## config.mk

```make
export PLATFORM = sky130hd
export DESIGN_NAME = karatsuba_op_sequencer
export DESIGN_NICKNAME = d
export VERILOG_FILES = /design/src/rtl/karatsuba_op_sequencer.sv
export SDC_FILE = /design/constraint.sdc
export NUM_CORES = 1
export LEC_CHECK = 0
export ABC_AREA = 1
export CAP_MARGIN = 20
export CORE_MARGIN = 2
export CORE_UTILIZATION = 40
export CTS_BUF_LIST = sky130_fd_sc_hd__clkbuf_16
export CTS_CLUSTER_DIAMETER = 200
export DETAILED_ROUTE_END_ITERATION = 8
export PLACE_DENSITY_LB_ADDON = 0.08
export SETUP_SLACK_MARGIN = 0.2
export SKIP_LAST_GASP = 1
export SLEW_MARGIN = 15
export SYNTH_ARGS = -nofsm -noshare
export SYNTH_HDL_FRONTEND = slang
export SYNTH_SLANG_ARGS = --single-unit
```

## constraint.sdc

```tcl
create_clock -name clk -period 6.2 [get_ports clk]
set_clock_uncertainty 0.2 [all_clocks]
set_input_delay 0.93 -clock clk [delete_from_list [all_inputs] [get_ports clk]]
set_output_delay 0.93 -clock clk [all_outputs]
set_load 0.03 [all_outputs]
```

## src/rtl/karatsuba_op_sequencer.sv

```systemverilog
// Valid/ready wrapper around the iterative Karatsuba multiplier. It owns the
// multiplier clear pulse and enable window, and captures C after LATENCY enabled cycles.
module karatsuba_op_sequencer #(
  parameter int N       = 32,
  parameter int LATENCY = 4
) (
  input  logic             clk,
  input  logic             rst,
  input  logic             in_valid,
  output logic             in_ready,
  input  logic [N-1:0]     in_a,
  input  logic [N-1:0]     in_b,
  input  logic             abort,
  output logic             out_valid,
  input  logic             out_ready,
  output logic [2*N-1:0]   out_z,
  output logic             busy,
  output logic             mul_rst,
  output logic             mul_enable,
  output logic [N-1:0]     mul_a,
  output logic [N-1:0]     mul_b,
  input  logic [2*N-1:0]   mul_c
);

  localparam int CW = (LATENCY > 1) ? $clog2(LATENCY) : 1;
  localparam logic [CW-1:0] LAST = CW'(LATENCY - 1);

  typedef enum logic [1:0] {
    IDLE = 2'd0,
    CLR  = 2'd1,
    RUN  = 2'd2,
    DONE = 2'd3
  } state_t;

  state_t         state, state_n;
  logic [N-1:0]   op_a, op_a_n;
  logic [N-1:0]   op_b, op_b_n;
  logic [2*N-1:0] z, z_n;
  logic           vld, vld_n;
  logic [CW-1:0]  cnt, cnt_n;

  always_ff @(posedge clk or posedge rst) begin
    if (rst) begin
      state <= IDLE;
      op_a  <= '0;
      op_b  <= '0;
      z     <= '0;
      vld   <= 1'b0;
      cnt   <= '0;
    end else begin
      state <= state_n;
      op_a  <= op_a_n;
      op_b  <= op_b_n;
      z     <= z_n;
      vld   <= vld_n;
      cnt   <= cnt_n;
    end
  end

  always_comb begin
    state_n = state;
    op_a_n  = op_a;
    op_b_n  = op_b;
    z_n     = z;
    vld_n   = vld;
    cnt_n   = cnt;
    unique case (state)
      IDLE: begin
        // abort is deliberately ignored here so a simultaneous request is taken
        if (in_valid) begin
          op_a_n  = in_a;
          op_b_n  = in_b;
          state_n = CLR;
        end
      end
      CLR: begin
        cnt_n   = '0;
        state_n = abort ? IDLE : RUN;
      end
      RUN: begin
        if (abort) begin
          cnt_n   = '0;
          state_n = IDLE;
        end else if (cnt == LAST) begin
          cnt_n   = '0;
          z_n     = mul_c;
          vld_n   = 1'b1;
          state_n = DONE;
        end else begin
          cnt_n = cnt + CW'(1);
        end
      end
      DONE: begin
        if (out_ready) begin
          vld_n = 1'b0;
          if (in_valid) begin
            op_a_n  = in_a;
            op_b_n  = in_b;
            state_n = CLR;
          end else begin
            state_n = IDLE;
          end
        end
      end
      default: state_n = IDLE;
    endcase
  end

  assign in_ready   = (state == IDLE) | ((state == DONE) & out_ready);
  assign busy       = (state == CLR) | (state == RUN);
  assign mul_rst    = rst | (state == CLR);
  assign mul_enable = (state == RUN);
  assign mul_a      = op_a;
  assign mul_b      = op_b;
  assign out_valid  = vld;
  assign out_z      = z;

endmodule

```

==> metrics.md <==
| Metric | Value |
|---|---|
| Initial antenna violation count | `0` |
| PostCTS Resize Cnt | `0` |
| Synth Area in Compound Gates | `0.00446` |
| # setup viols final | `0` |
| Final Power | `3630 µW` |
| Met3 usage | `0.0762` |
| Antenna diode count | `0` |
| CP startpoint kind | `input pin` |
| CTS Hold Buffers Added | `0` |
| Clock network power share | `0.226` |
| Sequential area share after synthesis | `0.593` |
| Register share of total power | `0.331` |
| FP Rows | `43` |
| Pint | `2190 µW` |
| Max VDD drop | `0.000244 V` |
| Arrival time worst endpoint | `2320 ps` |
| Post-CTS Setup Inserts | `0` |
| Clock root cell | `clkbuf_16` |
| Hold Vio Cnt, Final | `0` |
| Setup TNS | `0 ps` |
| Worst slew margin | `0.290` |
| Fin crit share | `0.557` |
| Status | `finished clean` |
| Pre-CTS WS | `2130 ps` |
| Worst-Skew Late Latency | `400 ps` |
| CTS tree | `built` |
| Cell mode on critical path | `clkdlybuf4s50_1` |
| Largest net degree at the start of global routing | `84` |
| Final HPWL DP | `10700 µm` |
| Syn nets | `751` |
| Vias in the first global route | `4971` |
| Cell Area, Placed | `8160 µm²` |
| Fin area | `8640 µm²` |
| Critical-path maximum fanout | `2` |
| Share of the synthesized area in the top cell type | `0.593` |
| F_max | `0.290 GHz` |
| Wirelength per Cell | `14.9 µm` |
| WP data required | `5070 ps` |
| Leakage | `0.00428 µW` |
| Starting Density | `0.407` |
| CP endpoint kind | `primary output` |
| Synth area leader | `dfrtp_1` |
| Port bufs | `265` |
| Post-synthesis register bit count | `133` |
| Residual DRC count | `0` |
| CTS Buf Count | `17` |
| DRT iter0 DRCs | `322` |
| Grt ovf | `0` |
| Adder-Cell Fraction of Synth Area | `0.0134` |
| CP Cell Sequence | `clkdlybuf4s50_1, or2_2, clkdlybuf4s50_1` |
| Mux cell area share after synthesis | `0` |
| Critical path type | `in2out` |
| CTS H-tree lvls | `4` |
| HP Class | `reg2reg` |
| Clock transition at the registers of the reported paths | `50 ps` |
| Mapped cell area | `5610 µm²` |
| IO Count | `266` |
| Minimum clock period | `3450 ps` |
| Slew @ Worst Pin | `1060 ps` |
| Max-cap violations | `0` |
| Slew Limit Fails | `0` |
| Die area | `15000 µm²` |
| Gate Count Post-Synth | `612` |
| Top cells by area, synth | `dfrtp_1 (59%), nand2_1 (18%), nand3_1 (12%)` |
| Xor and xnor area share after synthesis | `0` |
| CP max-delay cell | `clkdlybuf4s50_1` |
| Vias per cell | `4.83` |
| Syn-to-layout area delta | `54.1%` |
| Chip width | `122 µm` |
| Switching Share | `0.396` |
| Sw Pwr | `1440 µW` |
| Final Net Count | `1000` |
| All-layer global routing usage | `0.210` |
| Worst setup margin | `2750 ps` |
| Final Wtd Congestion | `0.770` |
| Routed WL | `15700 µm` |
| Drt first pass iters | `6` |
| Largest family of logic cells by synthesized area | `simple AND/OR/NAND/NOR gates` |
| Area share of and/or/nand/nor cells after synthesis | `0.309` |
| Layout cells sized above 1 | `0.0425` |
| Met2 Track Usage GR | `0.349` |
| FF/Latch Area | `3330 µm²` |
| Post-synthesis area per instance | `9.16 µm²` |
| First-pass GRT wire length | `24400 µm` |
| Synth unique cells | `18` |
| Syn. warnings | `0` |
| Antenna Violating Nets Remaining | `0` |
| Multi-input logic area | `1850 µm²` |
| RSZ-0062 raised after global routing | `no` |
| Max Root-Sink Buffers | `2` |
| CORE AREA | `13800 µm²` |
| Combinational share of power | `0.443` |
| Pwr/cell area | `420 nW/µm²` |
| Most Used Layer, Global Route | `met2` |
| GR Util met1 | `0.243` |
| Die Y | `122 µm` |
| Via count | `5071` |
| Fill cells | `1182` |
| Slowest stage delay, CP | `600 ps` |
| Clk sinks | `133` |
sequential cells by signal (all words and copies together) (netlist names):
signal	count
state	2
mul_a	32
cnt	2
mul_b	32
out_z	64
out_valid	1
cell usage after synthesis:
cell type and number:
buf_1 1, buf_12 6, buf_2 9, buf_4 6, buf_6 12, clkbuf_1 4, clkbuf_8 2, dfrtp_1 133
ha_1 6, inv_1 14, nand2_1 271, nand2_2 2, nand3_1 136, nor2_1 5, o21ai_0 2, o21ai_2 1
o22ai_1 1, or2_2 1
layout make-up:
class | count | share of cell area
sequential | 133 | 0.385
timing repair buffer | 270 | 0.313
tap | 180 | 0.0261
clock inverter | 11 | 0.00579
multi-input combinational | 425 | 0.214
inverter | 14 | 0.00666
clock buffer | 17 | 0.0492
final timing paths:
path | start | endpoint | slack [ps] | cells past startpoint
max | rst | mul_rst | 2750 | 3
min | out_z[27] | out_z[27] | 260 | 2
max reg2reg | state[0] | mul_a[18] | 3240 | 8
min reg2reg | out_z[27] | out_z[27] | 260 | 2
max in group asynchronous | rst | mul_b[9] | 3790 | 3
min in group asynchronous | rst | out_z[47] | 860 | 2
critical path: cells and delay by family:
family / cells / cell delay (ps)
buf+inv: 2 / 1080
simple gates: 1 / 310
metal layers:
metal	up-vias	routed length, µm	share of wire
met5	-	0	0
met4	0	452	0.029
met3	30	1490	0.095
met2	198	7740	0.49
met1	2398	5990	0.38
li1	2445	-	-
logic make-up (layout without fill, tap and decap cells):
| group | after synthesis | in the layout |
|---|---|---|
| buffers and inverters | 54 | 312 |
| AO/OA/AOI/OAI | 4 | 4 |
| flip-flops | 133 | 133 |
| adder cells (fa/ha/maj) | 6 | 6 |
| AND/OR/NAND/NOR | 415 | 415 |
power groups by stage:
stage | Combinational [µW] | Clock, µW | Sequential (µW)
after floorplan | 708 | 0 | 1610
after global placement | 1580 | 0 | 1200
after detailed placement | 1620 | 0 | 1210
after CTS | 1630 | 845 | 1200
after global routing | 1740 | 893 | 1230
final | 1610 | 822 | 1200
stage by stage:
step                hold slack, ps   util  instances
floorplan                      291      -        612
global placement               252  0.591       1021
detailed placement             258  0.593       1022
CTS                            270  0.627       1050
global route                   287  0.627       1050
finish                         263  0.627       1050
placed cells by master, fill, tap and decap left out, types with 2 or more instances in the layout:
master           count
nand2_1            271
clkinv_1             2
nand3_1            136
clkbuf_16           17
nor2_1               5
o21ai_0              2
inv_1               14
clkinv_2             7
clkdlybuf4s50_1    264
ha_1                 5
dfrtp_1            133
buf_4                4
(Power assumes the default switching activity.)
==> variant: new RTL, same flow settings <==
Set the parameter `N` to 16 (it was 32).
--- a/src/rtl/karatsuba_op_sequencer.sv
+++ b/src/rtl/karatsuba_op_sequencer.sv
@@ -2,5 +2,5 @@
 // multiplier clear pulse and enable window, and captures C after LATENCY enabled cycles.
 module karatsuba_op_sequencer #(
-  parameter int N       = 32,
+  parameter int N       = 16,
   parameter int LATENCY = 4
 ) (
Interface: changed (6 resized); port bits go from 266 to 138. The function was not compared with the original's and may differ.
==> variant against the original RTL <==
  * Sequential share of layout area down 1.6 points
  * Routed wire length down 50%
  * Global-route usage down 1.2 points
  * Area after synthesis decreased by 47%
  * Total power fell by 43%
  * Clock power shrank 35%
  * Setup slack improved by 0.064 ns
  * Sequential cell count decreased by 64
  * Via count fell by 47%
  * Design area down 46%
  * Critical endpoint is now in_ready
  * Largest cell class unchanged
  * Highest routed layer unchanged
==> variant: results (changes against the original RTL) <==
| Metric | Value |
|---|---|
| Worst-path fanout max | `3 (+1)` |
| Period utilization | `0.5465 (-0.01033)` |
| Maximum VDD drop | `0.3557 mV (+46%)` |
| Max FFs per register | `32 (-50%)` |
| Final cell count without fillers | `572 (-46%)` |
| Seq/Total Area, Yosys | `0.5843 (-0.009234)` |
| Pin count of the biggest net entering global routing | `70 (-17%)` |
| Syn Nets | `411 (-45%)` |
| Clock Latency Late Sink | `0.32 ns (-0.08 ns)` |
| Port buffer count | `137 (-48%)` |
| Status | `completed` |
| Worst-Margin Slew | `0.8704 ns (-0.1936 ns)` |
| Post-DR wirelength/cell | `13.65 µm (-8.5%)` |
| RR Endpoint | `out_z[19]$_DFFE_PP0P_` |
| CP endpoint | `in_ready` |
| First-pass DRT Iterations | `5 (-1)` |
| Routability cong. | `0.7938 (+3.1%)` |
| Slowest stage delay, CP | `0.66 ns (+0.06 ns)` |
| Hold_sp | `out_z[31]$_DFFE_PP0P_` |
| DRT iter0 DRCs | `108 (-66%)` |
| WHS | `0.2649 ns (+0.001548 ns)` |
| Gr usage total | `0.1976 (-0.01237)` |
| Number of global-route vias before repair | `2597 (-48%)` |
| Fin nets | `544 (-46%)` |
| Worst Hold Path EP | `out_z[31]$_DFFE_PP0P_` |
| Synth top cells by count | `140 x nand2_1, 72 x nand3_1, 69 x dfrtp_1` |
| First-pass GRT wire length | `12750 µm (-48%)` |
| Leakage | `2.308 nW (-46%)` |
| Crit. Startpoint | `out_ready` |
## variant: worst register-to-register path, stage by stage, from the launching register on
cell and delay (ns):
dfrtp_1 0.42, inv_1 0.10, ha_1 0.26, nand2_1 0.14, inv_2 0.43, nand2_1 0.42, buf_8 0.29, nand2_1 0.08
nand2_1 0.05
## variant: stage by stage
| step | cell area, µm² | util |
|---|---|---|
| floorplan | 2955 | - |
| global placement | 4352 | 0.6032 |
| detailed placement | 4352 | 0.6032 |
| CTS | 4664 | 0.6465 |
| global route | 4679 | 0.6486 |
| finish | 4679 | 0.6486 |
## variant: layout make-up
type	instances	area share
clock inverters	6	0.01872
inverters	14	0.01123
clock buffers	9	0.04813
well taps	99	0.02647
multi-input cells	233	0.2238
repair buffers	142	0.3027
flip-flops and latches	69	0.3690
## variant: power by group
part,leakage [nW],switching [mW],internal (mW)
registers,0.909,0.0625,0.565
clock network,0.146,0.188,0.349
logic,1.25,0.543,0.346
## variant: kinds of logic (layout without fill, tap and decap cells)
group | Yosys count | count (layout) | synth area share
buf+inv | 34 | 171 | 0.06139
fa+ha+maj | 6 | 6 | 0.02540
flops | 69 | 69 | 0.5843
compound gates | 4 | 4 | 0.008469
simple gates | 223 | 223 | 0.3205
## variant: layer usage
metal  routed length (µm)  GRT usage  share of wire
met1                 3461     0.2536           0.44
met2                 3717     0.3213           0.48
met3                  477    0.04694          0.061
met4                  148    0.08718          0.019
met5                    0          0              0
